`config.mk`:
```
export PLATFORM = sky130hd
export DESIGN_NAME = exc_ctrl_flat
export DESIGN_NICKNAME = d
export VERILOG_FILES = /design/src/rtl/exc_ctrl_pkg.sv /design/src/rtl/exc_ctrl_if.sv /design/src/rtl/exc_slot.sv /design/src/rtl/exc_ctrl.sv /design/src/flat_wrapper.sv
export SDC_FILE = /design/constraint.sdc
export NUM_CORES = 1
export LEC_CHECK = 0
export ABC_AREA = 1
export CORE_ASPECT_RATIO = 1.75
export CORE_MARGIN = 1
export CORE_UTILIZATION = 35
export CTS_CLUSTER_DIAMETER = 120
export CTS_CLUSTER_SIZE = 10
export DETAILED_ROUTE_END_ITERATION = 8
export PLACE_DENSITY = 0.7
export SETUP_SLACK_MARGIN = 0.02
export SLEW_MARGIN = 40
export SYNTH_ARGS = -nofsm -noshare
export SYNTH_HDL_FRONTEND = slang
export SYNTH_SLANG_ARGS = --single-unit
```
`constraint.sdc`:
```
create_clock -name clk -period 1.6 [get_ports clk]
set_input_delay 0.24 -clock clk [delete_from_list [all_inputs] [get_ports clk]]
set_output_delay 0.24 -clock clk [all_outputs]
set_load 0.02 [all_outputs]
```
`src/rtl/exc_ctrl_pkg.sv`:
```
// Shared types for the exception sequencer: cause codes, per-stage slot payload, FSM states.
package exc_ctrl_pkg;

  localparam int unsigned PC_W   = 32;
  localparam int unsigned CODE_W = 5;
  localparam logic [PC_W-1:0] HANDLER_PC_DEF = 32'h0000_4180;

  typedef enum logic [CODE_W-1:0] {
    EXC_INT  = 5'd0,
    EXC_ADEL = 5'd4,
    EXC_ADES = 5'd5,
    EXC_SYS  = 5'd8,
    EXC_RI   = 5'd10,
    EXC_OV   = 5'd12
  } exc_code_t;

  // Code 0 on a slot doubles as "no exception recorded".
  localparam exc_code_t EXC_NONE = EXC_INT;

  typedef struct packed {
    exc_code_t       code;
    logic            bd;
    logic [PC_W-1:0] pc;
  } slot_t;

  localparam slot_t SLOT_CLR = '{code: EXC_NONE, bd: 1'b0, pc: 32'h0};

  typedef enum logic {ST_RUN, ST_HANDLER} state_t;

  function automatic exc_code_t f_code(input logic adel);
    return adel ? EXC_ADEL : EXC_NONE;
  endfunction

  function automatic exc_code_t d_code(input logic ri, input logic sys);
    if (ri)  return EXC_RI;
    if (sys) return EXC_SYS;
    return EXC_NONE;
  endfunction

  function automatic exc_code_t e_code(input logic ov, input logic ovl, input logic ovs);
    if (ov)  return EXC_OV;
    if (ovl) return EXC_ADEL;
    if (ovs) return EXC_ADES;
    return EXC_NONE;
  endfunction

  function automatic exc_code_t m_code(input logic adel, input logic ades);
    if (adel) return EXC_ADEL;
    if (ades) return EXC_ADES;
    return EXC_NONE;
  endfunction

endpackage

```
`src/rtl/exc_ctrl_if.sv`:
```
// Pipeline/CP0-facing signal bundle of the exception sequencer.
interface exc_ctrl_if #(parameter int unsigned CNT_W = 16);
  logic [31:0]      pc_f;
  logic             bd_f;
  logic             adel_f;
  logic             ri_d;
  logic             syscall_d;
  logic             ov_e;
  logic             ovl_e;
  logic             ovs_e;
  logic             adel_m;
  logic             ades_m;
  logic             eret_m;
  logic             stall;
  logic             req;
  logic [31:0]      epc;
  logic [4:0]       exc_code_m;
  logic             bd_m;
  logic [31:0]      vpc_m;
  logic             exl_clr;
  logic             flush;
  logic             kill_m;
  logic             redirect;
  logic [31:0]      redirect_pc;
  logic [CNT_W-1:0] exc_cnt;
  logic [CNT_W-1:0] int_cnt;
  logic             in_handler;

  modport master (
    output pc_f, bd_f, adel_f, ri_d, syscall_d, ov_e, ovl_e, ovs_e,
           adel_m, ades_m, eret_m, stall, req, epc,
    input  exc_code_m, bd_m, vpc_m, exl_clr, flush, kill_m, redirect,
           redirect_pc, exc_cnt, int_cnt, in_handler
  );

  modport slave (
    input  pc_f, bd_f, adel_f, ri_d, syscall_d, ov_e, ovl_e, ovs_e,
           adel_m, ades_m, eret_m, stall, req, epc,
    output exc_code_m, bd_m, vpc_m, exl_clr, flush, kill_m, redirect,
           redirect_pc, exc_cnt, int_cnt, in_handler
  );
endinterface

```
`src/rtl/exc_slot.sv`:
```
// One pipeline-stage exception slot: keeps the earliest code, supports hold and bubble insertion.
module exc_slot
  import exc_ctrl_pkg::*;
(
  input  logic      clk,
  input  logic      reset,
  input  logic      flush,
  input  logic      hold,
  input  logic      bubble,
  input  slot_t     prev,
  input  exc_code_t stage_code,
  output slot_t     q
);

  slot_t q_n;

  // Flush beats hold/bubble; an already-recorded code masks this stage's detection.
  always_comb begin
    q_n = q;
    if (flush) begin
      q_n = SLOT_CLR;
    end else if (hold) begin
      q_n = q;
    end else if (bubble) begin
      q_n = '{code: EXC_NONE, bd: prev.bd, pc: prev.pc};
    end else begin
      q_n = prev;
      if (prev.code == EXC_NONE) q_n.code = stage_code;
    end
  end

  always_ff @(posedge clk) begin
    if (reset) q <= SLOT_CLR;
    else       q <= q_n;
  end

endmodule

```
`src/rtl/exc_ctrl.sv`:
```
// Exception sequencer: per-stage code tracking, CP0 presentation, flush/redirect and entry statistics.
module exc_ctrl
  import exc_ctrl_pkg::*;
#(
  parameter logic [31:0] HANDLER_PC = HANDLER_PC_DEF,
  parameter int unsigned CNT_W      = 16
)(
  input  logic clk,
  input  logic reset,
  exc_ctrl_if.slave bus
);

  slot_t      f_in, d_q, e_q, m_q;
  exc_code_t  code_m;
  state_t     state, state_n;
  logic       flush_c, kill_c, redir_c, exl_clr_c;
  logic [31:0] redir_pc_c;
  logic [CNT_W-1:0] exc_cnt, int_cnt;

  always_comb f_in = '{code: EXC_NONE, bd: bus.bd_f, pc: bus.pc_f};

  exc_slot u_slot_d (
    .clk(clk), .reset(reset), .flush(flush_c), .hold(bus.stall), .bubble(1'b0),
    .prev(f_in), .stage_code(f_code(bus.adel_f)), .q(d_q)
  );

  exc_slot u_slot_e (
    .clk(clk), .reset(reset), .flush(flush_c), .hold(1'b0), .bubble(bus.stall),
    .prev(d_q), .stage_code(d_code(bus.ri_d, bus.syscall_d)), .q(e_q)
  );

  exc_slot u_slot_m (
    .clk(clk), .reset(reset), .flush(flush_c), .hold(1'b0), .bubble(1'b0),
    .prev(e_q), .stage_code(e_code(bus.ov_e, bus.ovl_e, bus.ovs_e)), .q(m_q)
  );

  always_comb code_m = (m_q.code != EXC_NONE) ? m_q.code : m_code(bus.adel_m, bus.ades_m);

  always_ff @(posedge clk) begin
    if (reset) state <= ST_RUN;
    else       state <= state_n;
  end

  // Next state plus zero-latency control; req always beats eret, and reset masks both.
  always_comb begin
    state_n    = state;
    flush_c    = 1'b0;
    kill_c     = 1'b0;
    redir_c    = 1'b0;
    exl_clr_c  = 1'b0;
    redir_pc_c = 32'h0;
    if (!reset) begin
      if (bus.req) begin
        flush_c    = 1'b1;
        kill_c     = 1'b1;
        redir_c    = 1'b1;
        redir_pc_c = HANDLER_PC;
        state_n    = ST_HANDLER;
      end else if (bus.eret_m) begin
        flush_c    = 1'b1;
        redir_c    = 1'b1;
        exl_clr_c  = 1'b1;
        redir_pc_c = bus.epc;
        state_n    = ST_RUN;
      end
    end
  end

  // Saturating entry counters; a zero cause at M means the entry was an interrupt.
  always_ff @(posedge clk) begin
    if (reset) begin
      exc_cnt <= '0;
      int_cnt <= '0;
    end else if (bus.req) begin
      if (exc_cnt != '1) exc_cnt <= exc_cnt + CNT_W'(1);
      if (code_m == EXC_NONE && int_cnt != '1) int_cnt <= int_cnt + CNT_W'(1);
    end
  end

  assign bus.exc_code_m  = 5'(code_m);
  assign bus.bd_m        = m_q.bd;
  assign bus.vpc_m       = m_q.pc;
  assign bus.exl_clr     = exl_clr_c;
  assign bus.flush       = flush_c;
  assign bus.kill_m      = kill_c;
  assign bus.redirect    = redir_c;
  assign bus.redirect_pc = redir_pc_c;
  assign bus.exc_cnt     = exc_cnt;
  assign bus.int_cnt     = int_cnt;
  assign bus.in_handler  = (state == ST_HANDLER);

endmodule

```
`src/flat_wrapper.sv`:
```
// flat-port wrapper written by rule: the top's interface ports become plain ports
module exc_ctrl_flat import exc_ctrl_pkg::*;
#(
  parameter logic [31:0] HANDLER_PC = HANDLER_PC_DEF,
  parameter int unsigned CNT_W      = 16
)
  (clk, reset, bus_pc_f, bus_bd_f, bus_adel_f, bus_ri_d, bus_syscall_d, bus_ov_e, bus_ovl_e, bus_ovs_e, bus_adel_m, bus_ades_m, bus_eret_m, bus_stall, bus_req, bus_epc, bus_exc_code_m, bus_bd_m, bus_vpc_m, bus_exl_clr, bus_flush, bus_kill_m, bus_redirect, bus_redirect_pc, bus_exc_cnt, bus_int_cnt, bus_in_handler);
  exc_ctrl_if #(.CNT_W(CNT_W)) bus_i ();
  input  logic clk;
  input  logic reset;
  input wire logic [$bits(bus_i.pc_f)-1:0] bus_pc_f;
  input wire logic [$bits(bus_i.bd_f)-1:0] bus_bd_f;
  input wire logic [$bits(bus_i.adel_f)-1:0] bus_adel_f;
  input wire logic [$bits(bus_i.ri_d)-1:0] bus_ri_d;
  input wire logic [$bits(bus_i.syscall_d)-1:0] bus_syscall_d;
  input wire logic [$bits(bus_i.ov_e)-1:0] bus_ov_e;
  input wire logic [$bits(bus_i.ovl_e)-1:0] bus_ovl_e;
  input wire logic [$bits(bus_i.ovs_e)-1:0] bus_ovs_e;
  input wire logic [$bits(bus_i.adel_m)-1:0] bus_adel_m;
  input wire logic [$bits(bus_i.ades_m)-1:0] bus_ades_m;
  input wire logic [$bits(bus_i.eret_m)-1:0] bus_eret_m;
  input wire logic [$bits(bus_i.stall)-1:0] bus_stall;
  input wire logic [$bits(bus_i.req)-1:0] bus_req;
  input wire logic [$bits(bus_i.epc)-1:0] bus_epc;
  output wire logic [$bits(bus_i.exc_code_m)-1:0] bus_exc_code_m;
  output wire logic [$bits(bus_i.bd_m)-1:0] bus_bd_m;
  output wire logic [$bits(bus_i.vpc_m)-1:0] bus_vpc_m;
  output wire logic [$bits(bus_i.exl_clr)-1:0] bus_exl_clr;
  output wire logic [$bits(bus_i.flush)-1:0] bus_flush;
  output wire logic [$bits(bus_i.kill_m)-1:0] bus_kill_m;
  output wire logic [$bits(bus_i.redirect)-1:0] bus_redirect;
  output wire logic [$bits(bus_i.redirect_pc)-1:0] bus_redirect_pc;
  output wire logic [$bits(bus_i.exc_cnt)-1:0] bus_exc_cnt;
  output wire logic [$bits(bus_i.int_cnt)-1:0] bus_int_cnt;
  output wire logic [$bits(bus_i.in_handler)-1:0] bus_in_handler;
  assign bus_i.pc_f = bus_pc_f;
  assign bus_i.bd_f = bus_bd_f;
  assign bus_i.adel_f = bus_adel_f;
  assign bus_i.ri_d = bus_ri_d;
  assign bus_i.syscall_d = bus_syscall_d;
  assign bus_i.ov_e = bus_ov_e;
  assign bus_i.ovl_e = bus_ovl_e;
  assign bus_i.ovs_e = bus_ovs_e;
  assign bus_i.adel_m = bus_adel_m;
  assign bus_i.ades_m = bus_ades_m;
  assign bus_i.eret_m = bus_eret_m;
  assign bus_i.stall = bus_stall;
  assign bus_i.req = bus_req;
  assign bus_i.epc = bus_epc;
  assign bus_exc_code_m = bus_i.exc_code_m;
  assign bus_bd_m = bus_i.bd_m;
  assign bus_vpc_m = bus_i.vpc_m;
  assign bus_exl_clr = bus_i.exl_clr;
  assign bus_flush = bus_i.flush;
  assign bus_kill_m = bus_i.kill_m;
  assign bus_redirect = bus_i.redirect;
  assign bus_redirect_pc = bus_i.redirect_pc;
  assign bus_exc_cnt = bus_i.exc_cnt;
  assign bus_int_cnt = bus_i.int_cnt;
  assign bus_in_handler = bus_i.in_handler;
  exc_ctrl #(.HANDLER_PC(HANDLER_PC), .CNT_W(CNT_W)) u_core (.clk(clk), .reset(reset), .bus(bus_i));
endmodule
```
* Word-level counts from Yosys, hierarchy flattened
Cells that the tools add are included.
** Cells by class
- $add $sub $neg :: 2
- $mul :: 0
- Div/mod/pow operators :: 0
- Magnitude comparators :: 0
- Eq/ne operators :: 2
- Shifts and indexed selects :: 0
- Mux-type cells :: 42
- Bitwise gates (word level) :: 0
- Reduce and logical (&&, ||, !) cells :: 10
** Operators by type and width (count)
- $mux 32 :: 3
- $mux 5 :: 17
- $add 16x1->16 const B :: 2
- $ne 16x16->1 const B :: 2
- $mux 1 :: 21
- $logic_not 5->1 :: 3
- $reduce_bool 5->1 :: 1
- $reduce_and 2->1 :: 2
- $mux 3 :: 1
- $reduce_or 3->1 :: 1
- $reduce_bool 2->1 :: 1
- $reduce_or 2->1 :: 1
- $logic_and 1x1->1 :: 1
** Word-level totals
- Register bits :: 147
- Bits in latches :: 0
- Bits in writable memories :: 0
- Memory bits (read-only) :: 0
- Input bits :: 78
- Memories kept :: 0

* Longest topological paths before layout
Gate-level depths: netlist of the first run.
- Depth in word-level cells :: 8
- Depth in mapped cells :: 10
- Gate-level depth less buffers :: 10

* Cells and area by module
From an unflattened synthesis of the first run, not the netlist that was laid out.
** Unflattened totals
- Cells, all modules :: 948
- Area, all modules :: 6770.2 um2
** Modules (own cells, without submodules)
- exc_slot :: times used 3, cells each 183, area each 1478.9 um2, seq. area each 760.7 um2
- exc_ctrl :: times used 1, cells each 399, area each 2333.5 um2, seq. area each 660.6 um2

* Worst setup path before layout of the first run
No wires, ideal clock.
- Path kind :: flip-flop to flip-flop
- Start point :: register u_core.exc_cnt[1], in the netlist u_core.bus.exc_cnt[1]
- End point :: register u_core.exc_cnt[13], in the netlist u_core.bus.exc_cnt[13]
- Library setup time :: 139 ps
- Arrival :: 1550 ps
- Required time :: 1461 ps
- Path slack :: -89 ps
- Cell stages (with the launch flop) :: 10
- Path buffers :: 1
- Clock period less this slack :: 1689 ps
- Path through :: dfxtp_1 -> ha_1 -> nand3_2 -> nor3_4 -> nand2_2 -> nand2_2 -> nand2_2 -> buf_6 -> nand2_1 -> a21oi_2
** Between the ends
- Word-level cells in the longest chain between the ends :: 2
- Elaborated cells between the ends (all ways) :: 3
- Classes of those cells :: add/sub (1); eq/ne (1); reduce/logical (1)
** RTL lines
- start, declared :: RTL line exc_ctrl.sv:18 : logic [CNT_W-1:0] exc_cnt, int_cnt;
- start signal, assigned :: RTL line exc_ctrl.sv:75 : if (exc_cnt != '1) exc_cnt <= exc_cnt + CNT_W'(1);
- parallel branches: the longest is 2 deep, another holds $add 16x1->16
Several ways; the timed one is not identified.
A chain may end at the register's enable or synchronous reset.

* Worst setup path after layout of the first run
- Start point :: input port bus_eret_m
- End point :: output port bus_redirect_pc[27]
** Between the ends
- Word-level cells in the longest chain between the ends :: 3
** RTL lines
- start, declared :: RTL line flat_wrapper.sv:21 : input wire logic [$bits(bus_i.eret_m)-1:0] bus_eret_m;
- $mux 32 :: RTL line exc_ctrl.sv:59 : end else if (bus.eret_m) begin
- $mux 32 :: RTL line exc_ctrl.sv:53 : if (bus.req) begin
- $mux 32 :: RTL line exc_ctrl.sv:52 : if (!reset) begin
- end, declared :: RTL line flat_wrapper.sv:32 : output wire logic [$bits(bus_i.redirect_pc)-1:0] bus_redirect_pc;
No other way between the ends.

==> results of run 1 <==
report_power, final:
part	internal (mW)	switching [mW]
combinational	0.376	0.366
sequential	3.53	0.0259
clock	2.40	1.75
cell families (layout without fill, tap and decap cells):
kind of cell / Yosys count / count (layout) / synth area share
buf+inv: 201 / 425 / 0.162
xor+xnor: 13 / 13 / 0.0198
fa+ha+maj: 2 / 2 / 0.00436
simple gates: 328 / 330 / 0.247
compound gates: 55 / 55 / 0.0760
flops: 140 / 140 / 0.488
mux: 1 / 1 / 0.00174
other cells: 1 / 1 / 0.000653
registers in the layout (all words and copies together) (netlist names):
signal,cells
u_core.bus.exc_cnt,16
u_core.bus.in_handler,1
u_core.bus.int_cnt,16
u_core.u_slot_d.q,34
u_core.u_slot_e.q,36
u_core.u_slot_m.q,37
through the flow:
step | TNS (ns) | power [mW] | area, µm² | std cells | hold WS (ns)
after floorplan | 0 | 3.96 | 5760 | 741 | 0.352
after global placement | -62.48 | 4.38 | 7970 | 1116 | 0.395
after detailed placement | -61.87 | 4.39 | 7970 | 1116 | 0.398
after CTS | 0 | 8.55 | 8480 | 1151 | 0.380
after global routing | -0.0242 | 8.81 | 8610 | 1156 | 0.408
final | 0 | 8.45 | 8610 | 1156 | 0.394
worst max-delay path: cells and delay by family:
kind,cells,cell delay [ns]
buffers and inverters,4,0.73
and+or+nand+nor,3,0.33
synth_stat cells, types with 3 or more instances:
cell type | count | share of area
nor2_4 | 3 | 0.0059
buf_4 | 36 | 0.047
xor2_1 | 9 | 0.014
inv_1 | 138 | 0.090
nand2_1 | 99 | 0.065
nand2_2 | 7 | 0.0076
buf_6 | 3 | 0.0059
nand3_1 | 22 | 0.019
xnor2_1 | 4 | 0.0061
o22a_1 | 33 | 0.050
buf_2 | 14 | 0.012
a21oi_2 | 9 | 0.014
nand3_2 | 3 | 0.0052
dfxtp_1 | 140 | 0.49
nor3_1 | 7 | 0.0061
clkbuf_1 | 8 | 0.0052
nor2_1 | 163 | 0.11
a21oi_1 | 8 | 0.0070
o21ai_0 | 3 | 0.0026
nand4_1 | 13 | 0.014
routing by layer:
| layer | vias up | wire length (µm) |
|---|---|---|
| li1 | 2643 | - |
| met1 | 2325 | 5210 |
| met2 | 187 | 7980 |
| met3 | 23 | 1270 |
| met4 | 0 | 299 |
| met5 | - | 0 |
timing repair:
| item | CTS | global route |
|---|---|---|
| pin swaps | 3 | 9 |
| resized for setup | 157 | 87 |
| endpoints found under the setup margin | 151 | 63 |
| hold endpoints to repair | 0 | 0 |
| gates cloned | 1 | 2 |
| buffers inserted | 2 | 3 |
path summary, 6_finish.rpt:
path                         startpoint                     end  slack (ns)  depth (start not counted)
setup / recovery             bus_eret_m     bus_redirect_pc[27]        0.06                          7
hold / removal                 bus_ri_d   u_core.u_slot_e.q[34]        0.39                          3
setup reg to reg  u_core.bus.exc_cnt[0]  u_core.bus.exc_cnt[15]        0.08                          9
hold reg to reg    u_core.u_slot_e.q[8]    u_core.u_slot_m.q[8]        0.41                          2
final cells by class:
cell class / count / area (µm²) / area share
Multi-Input combinational cell: 402 / 2150 / 0.249
Clock inverter: 15 / 193 / 0.0224
Timing Repair Buffer: 253 / 2270 / 0.263
Inverter: 140 / 527 / 0.0611
Sequential cell: 140 / 2820 / 0.327
Tap cell: 189 / 236 / 0.0275
Clock buffer: 17 / 425 / 0.0494
==> flow_summary.rst, run 1 <==
.. list-table::
   :header-rows: 1

   * - Metric
     - Value
   * - Highest-count cells in the layout ignoring fill and taps
     - 155 x nor2_1, 138 x inv_1, 133 x dfxtp_1
   * - Final routed wire length divided by cell count
     - between 10 and 15 µm
   * - Clock-pin slew on the worst setup and hold paths
     - roughly 0.06 ns
   * - Share of flip-flops with an asynchronous set or reset after synthesis
     - 0
   * - Endpoint type of the worst setup path
     - output pin
   * - Final Hold Vio Count
     - 0
   * - Area grow syn2layout
     - 50.0%
   * - Yosys warnings
     - 0
   * - Vertical die dimension
     - roughly 170 µm
   * - Port buffer count
     - approximately 180
   * - Area of the mapped netlist
     - 5740 µm²
   * - Wire length of the first global-routing pass
     - 23.2 mm
   * - Primary FF master, synth
     - dfxtp_1
   * - Crit Path Category
     - in2out
   * - Final RePlAce weighted congestion
     - 0.833
   * - Result of the run
     - finished clean
   * - Netlist cell types
     - 36
   * - Max IR drop VDD
     - a little under 1 mV
   * - Share of layout cells above drive strength 1
     - 0.201
   * - Remaining design rule violation count
     - 0
   * - Maximum number of pins on one net before global-route repair
     - between 40 and 50
   * - Starting DRC count in detailed routing
     - 113
   * - Effective utilization at floorplan
     - 0.360
   * - Post-synthesis sequential area ratio
     - 0.488
   * - Sequence of cells on the critical path
     - dlygate4sd2_1 > inv_1 > nor2_2 > nand2_2 > buf_12 > nor2_1 > clkdlybuf4s15_1
   * - Final-report setup violation count
     - 0
   * - CP startpoint kind
     - input pin
   * - Net Count, Synth
     - 821
   * - All-layer global routing usage
     - 0.176
   * - Data required time at the worst endpoint
     - approximately 1.4 ns
   * - Total of fill cells in the finished design
     - 1504
   * - Delay of the slowest cell on the worst path
     - around 0.30 ns
   * - Initial antenna violation count
     - 0
   * - CTS tree
     - done
   * - Remaining number of nets flagged by the antenna check after routing
     - 0
   * - Number of violations of the max-capacitance limit
     - 0
   * - Number of H-tree levels
     - 4
   * - Minimum setup slack after placement
     - -0.519 ns
   * - Maximum clock frequency
     - roughly 650 MHz
   * - Via count of the first global-routing pass
     - around 5000
   * - Antenna Cells
     - 0
   * - Largest clock skew in the final design
     - between 0.01 and 0.015 ns
   * - Per-cell via count in the routed design
     - between 4 and 5
   * - Synth Register Bits
     - 140
   * - Placed wire-length estimate after detailed placement
     - around 11 mm
   * - Max Slew Vio Count
     - 0
   * - Core Footprint
     - approximately 16000 µm²
   * - Unrepaired setup endpoints after global routing
     - yes
   * - Worst-path maximum fanout
     - 15
   * - Final worst slack
     - slightly below 0.06 ns
   * - Critical Path Slowest Stage Cell
     - clkdlybuf4s15_1
   * - Most utilized layer in the global route result
     - met2
   * - Mean instance size in the synthesized netlist
     - just under 8 µm²
   * - Number of buffers inserted by hold repair at cts
     - 0
   * - Post-layout net count
     - 1034
   * - Clock Tree Buf Depth
     - 2
   * - Fraction of met2 tracks used by global routing
     - 0.348
   * - Buffer type at the clock tree root
     - clkbuf_16
   * - Die W
     - a little under 100 µm
   * - Met1 track utilization from global routing
     - 0.154
   * - Post-route core utilization
     - 0.540
   * - Total congestion overflow after global routing
     - 0
   * - Most common cell after layout, fill and taps aside
     - nor2_1
   * - Drt first pass iters
     - 5
   * - Global-route track usage on met3
     - 0.0687
   * - Number of top-level design ports
     - 185
   * - PwrDens
     - between 900 and 1000 nW/µm²
   * - Die area
     - 16900 µm²
   * - Via count
     - slightly above 5000
   * - Count of flip-flops with a built-in enable after synthesis
     - 0
   * - Routed WL
     - roughly 15 mm
   * - Worst hold path class
     - in2reg
   * - Total number of clock tree sinks
     - 140
   * - Final min period
     - roughly 1.5 ns
   * - Clock latency at the later pin of the worst-skew pair
     - ~0.41 ns
   * - Number of buffers created by CTS
     - 17
   * - Post-route fraction of the period consumed by the critical path
     - 0.963
   * - Number of standard cells after synthesis
     - about 740
   * - Arrival time reported for the critical path endpoint
     - between 1 and 1.5 ns
   * - Number of placement rows
     - 61
   * - Pleak
     - about 4.3 nW
Note: power is estimated with default switching activity, not from simulation.
==> run 2, diff against run 1 <==
--- a/config.mk
+++ b/config.mk
@@ -12,7 +12,8 @@
 export CTS_CLUSTER_DIAMETER = 120
 export CTS_CLUSTER_SIZE = 10
 export DETAILED_ROUTE_END_ITERATION = 8
-export PLACE_DENSITY = 0.7
+export GPL_ROUTABILITY_DRIVEN = 0
+export PLACE_DENSITY = 0.71
 export SETUP_SLACK_MARGIN = 0.02
 export SLEW_MARGIN = 40
 export SYNTH_ARGS = -nofsm -noshare
==> flow_summary.rst, run 2 (synthesized netlist as in run 1, its figures left out) <==
.. list-table::
   :header-rows: 1

   * - Metric
     - Value
   * - Die W
     - 98.8 µm (unchanged)
   * - Final routed wire length divided by cell count
     - 12.8 µm (+0.12%)
   * - Max IR drop VDD
     - 0.974 mV (+0.39%)
   * - Post-route fraction of the period consumed by the critical path
     - 0.956 (-0.00709)
   * - Worst R2R Setup Slack
     - 0.12 ns (+0.04 ns)
   * - Final-report setup violation count
     - 0 (unchanged)
   * - Effective utilization at floorplan
     - 0.360 (unchanged)
   * - Largest registers
     - u_core.u_slot_m.q x37, u_core.u_slot_e.q x36, u_core.u_slot_d.q x34
   * - Clock-pin slew on the worst setup and hold paths
     - 0.06 ns (about the same)
   * - Routed WL
     - 14.7 mm (-0.40%)
   * - Wire length of the first global-routing pass
     - 23.2 mm (+0.15%)
   * - Hold Path Depth
     - 3 (unchanged)
   * - Starting DRC count in detailed routing
     - 136 (+20%)
   * - Register bank with the most flops
     - u_core.u_slot_m.q
   * - Core Footprint
     - 16000 µm² (unchanged)
   * - Via count of the first global-routing pass
     - 4978 (-1.5%)
   * - Largest clock skew in the final design
     - 0.0108 ns (+0.000228 ns)
   * - Final min period
     - 1.53 ns (-0.0114 ns)
   * - Pleak
     - 4.21 nW (-1.5%)
   * - Final worst slack
     - 0.0698 ns (+0.0114 ns)
   * - Delay of the slowest cell on the worst path
     - 0.34 ns (+0.04 ns)
   * - Reg-to-Reg End
     - u_core.bus.exc_cnt[3]
   * - Buffer type at the clock tree root
     - clkbuf_16
   * - Worst hold slack across all endpoints
     - 0.377 ns (-0.0164 ns)
   * - Sequence of cells on the critical path
     - nor2_4 > nand2_1 > o21bai_1 > buf_4
   * - All-layer global routing usage
     - 0.176 (+0.000331)
   * - Worst hold path class
     - in2reg
   * - Sequential cell area
     - 2820 µm² (about the same)
   * - Clock Tree Buf Depth
     - 2 (unchanged)
   * - Minimum setup slack after placement
     - -0.509 ns (+0.00990 ns)
   * - Arrival time reported for the critical path endpoint
     - 1.29 ns (about the same)
   * - Most common cell after layout, fill and taps aside
     - nor2_1
   * - Number of placed cells counting well taps
     - 1111 (-0.45%)
   * - Data required time at the worst endpoint
     - 1.36 ns (about the same)
   * - Drt first pass iters
     - 4 (-1)
   * - Filler-free cell count of the finished design
     - 1150 (-0.52%)
   * - Post-route core utilization
     - 0.530 (-0.00973)
   * - Die area
     - 16900 µm² (unchanged)
   * - Via count
     - 5135 (-0.83%)
   * - Result of the run
     - finished clean
   * - Total of fill cells in the finished design
     - 1515 (+0.73%)
   * - Unrepaired setup endpoints after global routing
     - yes
   * - CP startpoint kind
     - flop
   * - Power after layout
     - 8.25 mW (-2.4%)
   * - Final Hold Vio Count
     - 0 (unchanged)
   * - CTS tree
     - done
   * - Critical hold path startpoint
     - reset
   * - Remaining design rule violation count
     - 0 (unchanged)
   * - Remaining number of nets flagged by the antenna check after routing
     - 0 (unchanged)
   * - Clock latency at the later pin of the worst-skew pair
     - 0.41 ns (about the same)
   * - Antenna Cells
     - 0 (unchanged)
   * - Reg-to-reg critical path startpoint
     - u_core.bus.exc_cnt[0]
   * - Total number of clock tree sinks
     - 140 (unchanged)
   * - Placed wire-length estimate after detailed placement
     - 10.7 mm (+0.91%)
   * - Number of H-tree levels
     - 4 (unchanged)
   * - Total congestion overflow after global routing
     - 0 (unchanged)
   * - Area grow syn2layout
     - 47.3%
   * - Initial antenna violation count
     - 0 (unchanged)
   * - Share of layout cells above drive strength 1
     - 0.188 (-0.0123)
   * - Number of buffers created by CTS
     - 17 (unchanged)
   * - Worst-path maximum fanout
     - 3 (-12)
   * - Highest-count cells in the layout ignoring fill and taps
     - 159 x nor2_1, 138 x inv_1, 132 x dfxtp_1
   * - Crit Path Category
     - reg2out
   * - Post-layout net count
     - 1028 (-0.58%)
   * - Critical Path Slowest Stage Cell
     - dfxtp_2
   * - PwrDens
     - 975 nW/µm² (-0.57%)
   * - Number of flip-flops in the largest register
     - 37 (unchanged)
   * - Endpoint type of the worst setup path
     - output pin
   * - Number of top-level design ports
     - 185 (unchanged)
   * - Per-cell via count in the routed design
     - 4.47 (-0.31%)
   * - Maximum clock frequency
     - 654 MHz (+0.74%)
   * - Max Slew Vio Count
     - 0 (unchanged)
   * - Number of placement rows
     - 61 (unchanged)
   * - Vertical die dimension
     - 171 µm (unchanged)
   * - Number of violations of the max-capacitance limit
     - 0 (unchanged)
   * - Hold-critical path endpoint
     - u_core.bus.int_cnt[7]
   * - Port buffer count
     - 183 (unchanged)
   * - Area taken by multi-input logic gates
     - 2070 µm² (-3.7%)
   * - Cell depth of the worst flop-to-flop path
     - 8 (-1)
   * - Maximum number of pins on one net before global-route repair
     - 42 (-6.7%)
==> run 2: cell type report <==
| cell class | instances | share of cell area |
|---|---|---|
| sequential | 140 | 0.333 |
| timing repair buffer | 248 | 0.262 |
| multi-input combinational | 401 | 0.244 |
| inverter | 140 | 0.0623 |
| clock buffer | 17 | 0.0503 |
| tap | 189 | 0.0280 |
| clock inverter | 15 | 0.0203 |
==> run 2: worst max path at each step <==
stage / from / to
2_1_floorplan: u_core.bus.exc_cnt[1] / u_core.bus.exc_cnt[13]
3_3_place_gp: bus_eret_m / bus_redirect_pc[4]
3_5_place_dp: bus_eret_m / bus_redirect_pc[18]
4_1_cts: u_core.u_slot_m.q[14] / bus_vpc_m[14]
5_1_grt: u_core.u_slot_m.q[36] / bus_exc_code_m[0]
6_report: u_core.u_slot_m.q[36] / bus_exc_code_m[0]
==> run 2: power breakdown <==
group,internal (mW),switching (mW)
registers,3.54,0.0264
logic,0.369,0.356
clock network,2.24,1.72
total,6.14,2.10
==> run 2: per-layer routing <==
layer / GRT usage / wire (µm)
met3: 0.0532 / 1190
met5: 0 / 0
met4: 0.0947 / 515
met1: 0.159 / 5280
met2: 0.344 / 7710
==> run 2: timing repair <==
action / in CTS / in global routing
hold endpoints to repair: 0 / 0
buffers inserted: 4 / 1
gates cloned: 1 / 1
hold buffers: 0 / 0
setup endpoints to repair: 104 / 41
pin swaps: 2 / 7
gates resized for setup: 199 / 32
==> run 2: worst max-delay path, delay by kind of cell (launching register included) <==
family	cells	cell delay, ns
buf+inv	1	0.18
simple gates	2	0.18
flops	1	0.34
compound gates	1	0.20
==> run 2: per-stage QoR <==
stage | area, µm² | setup TNS [ns]
after floorplan | 5760 | 0
after global placement | 7950 | -40.24
after detailed placement | 7950 | -43.63
after CTS | 8400 | 0
after global routing | 8460 | 0
final | 8460 | 0
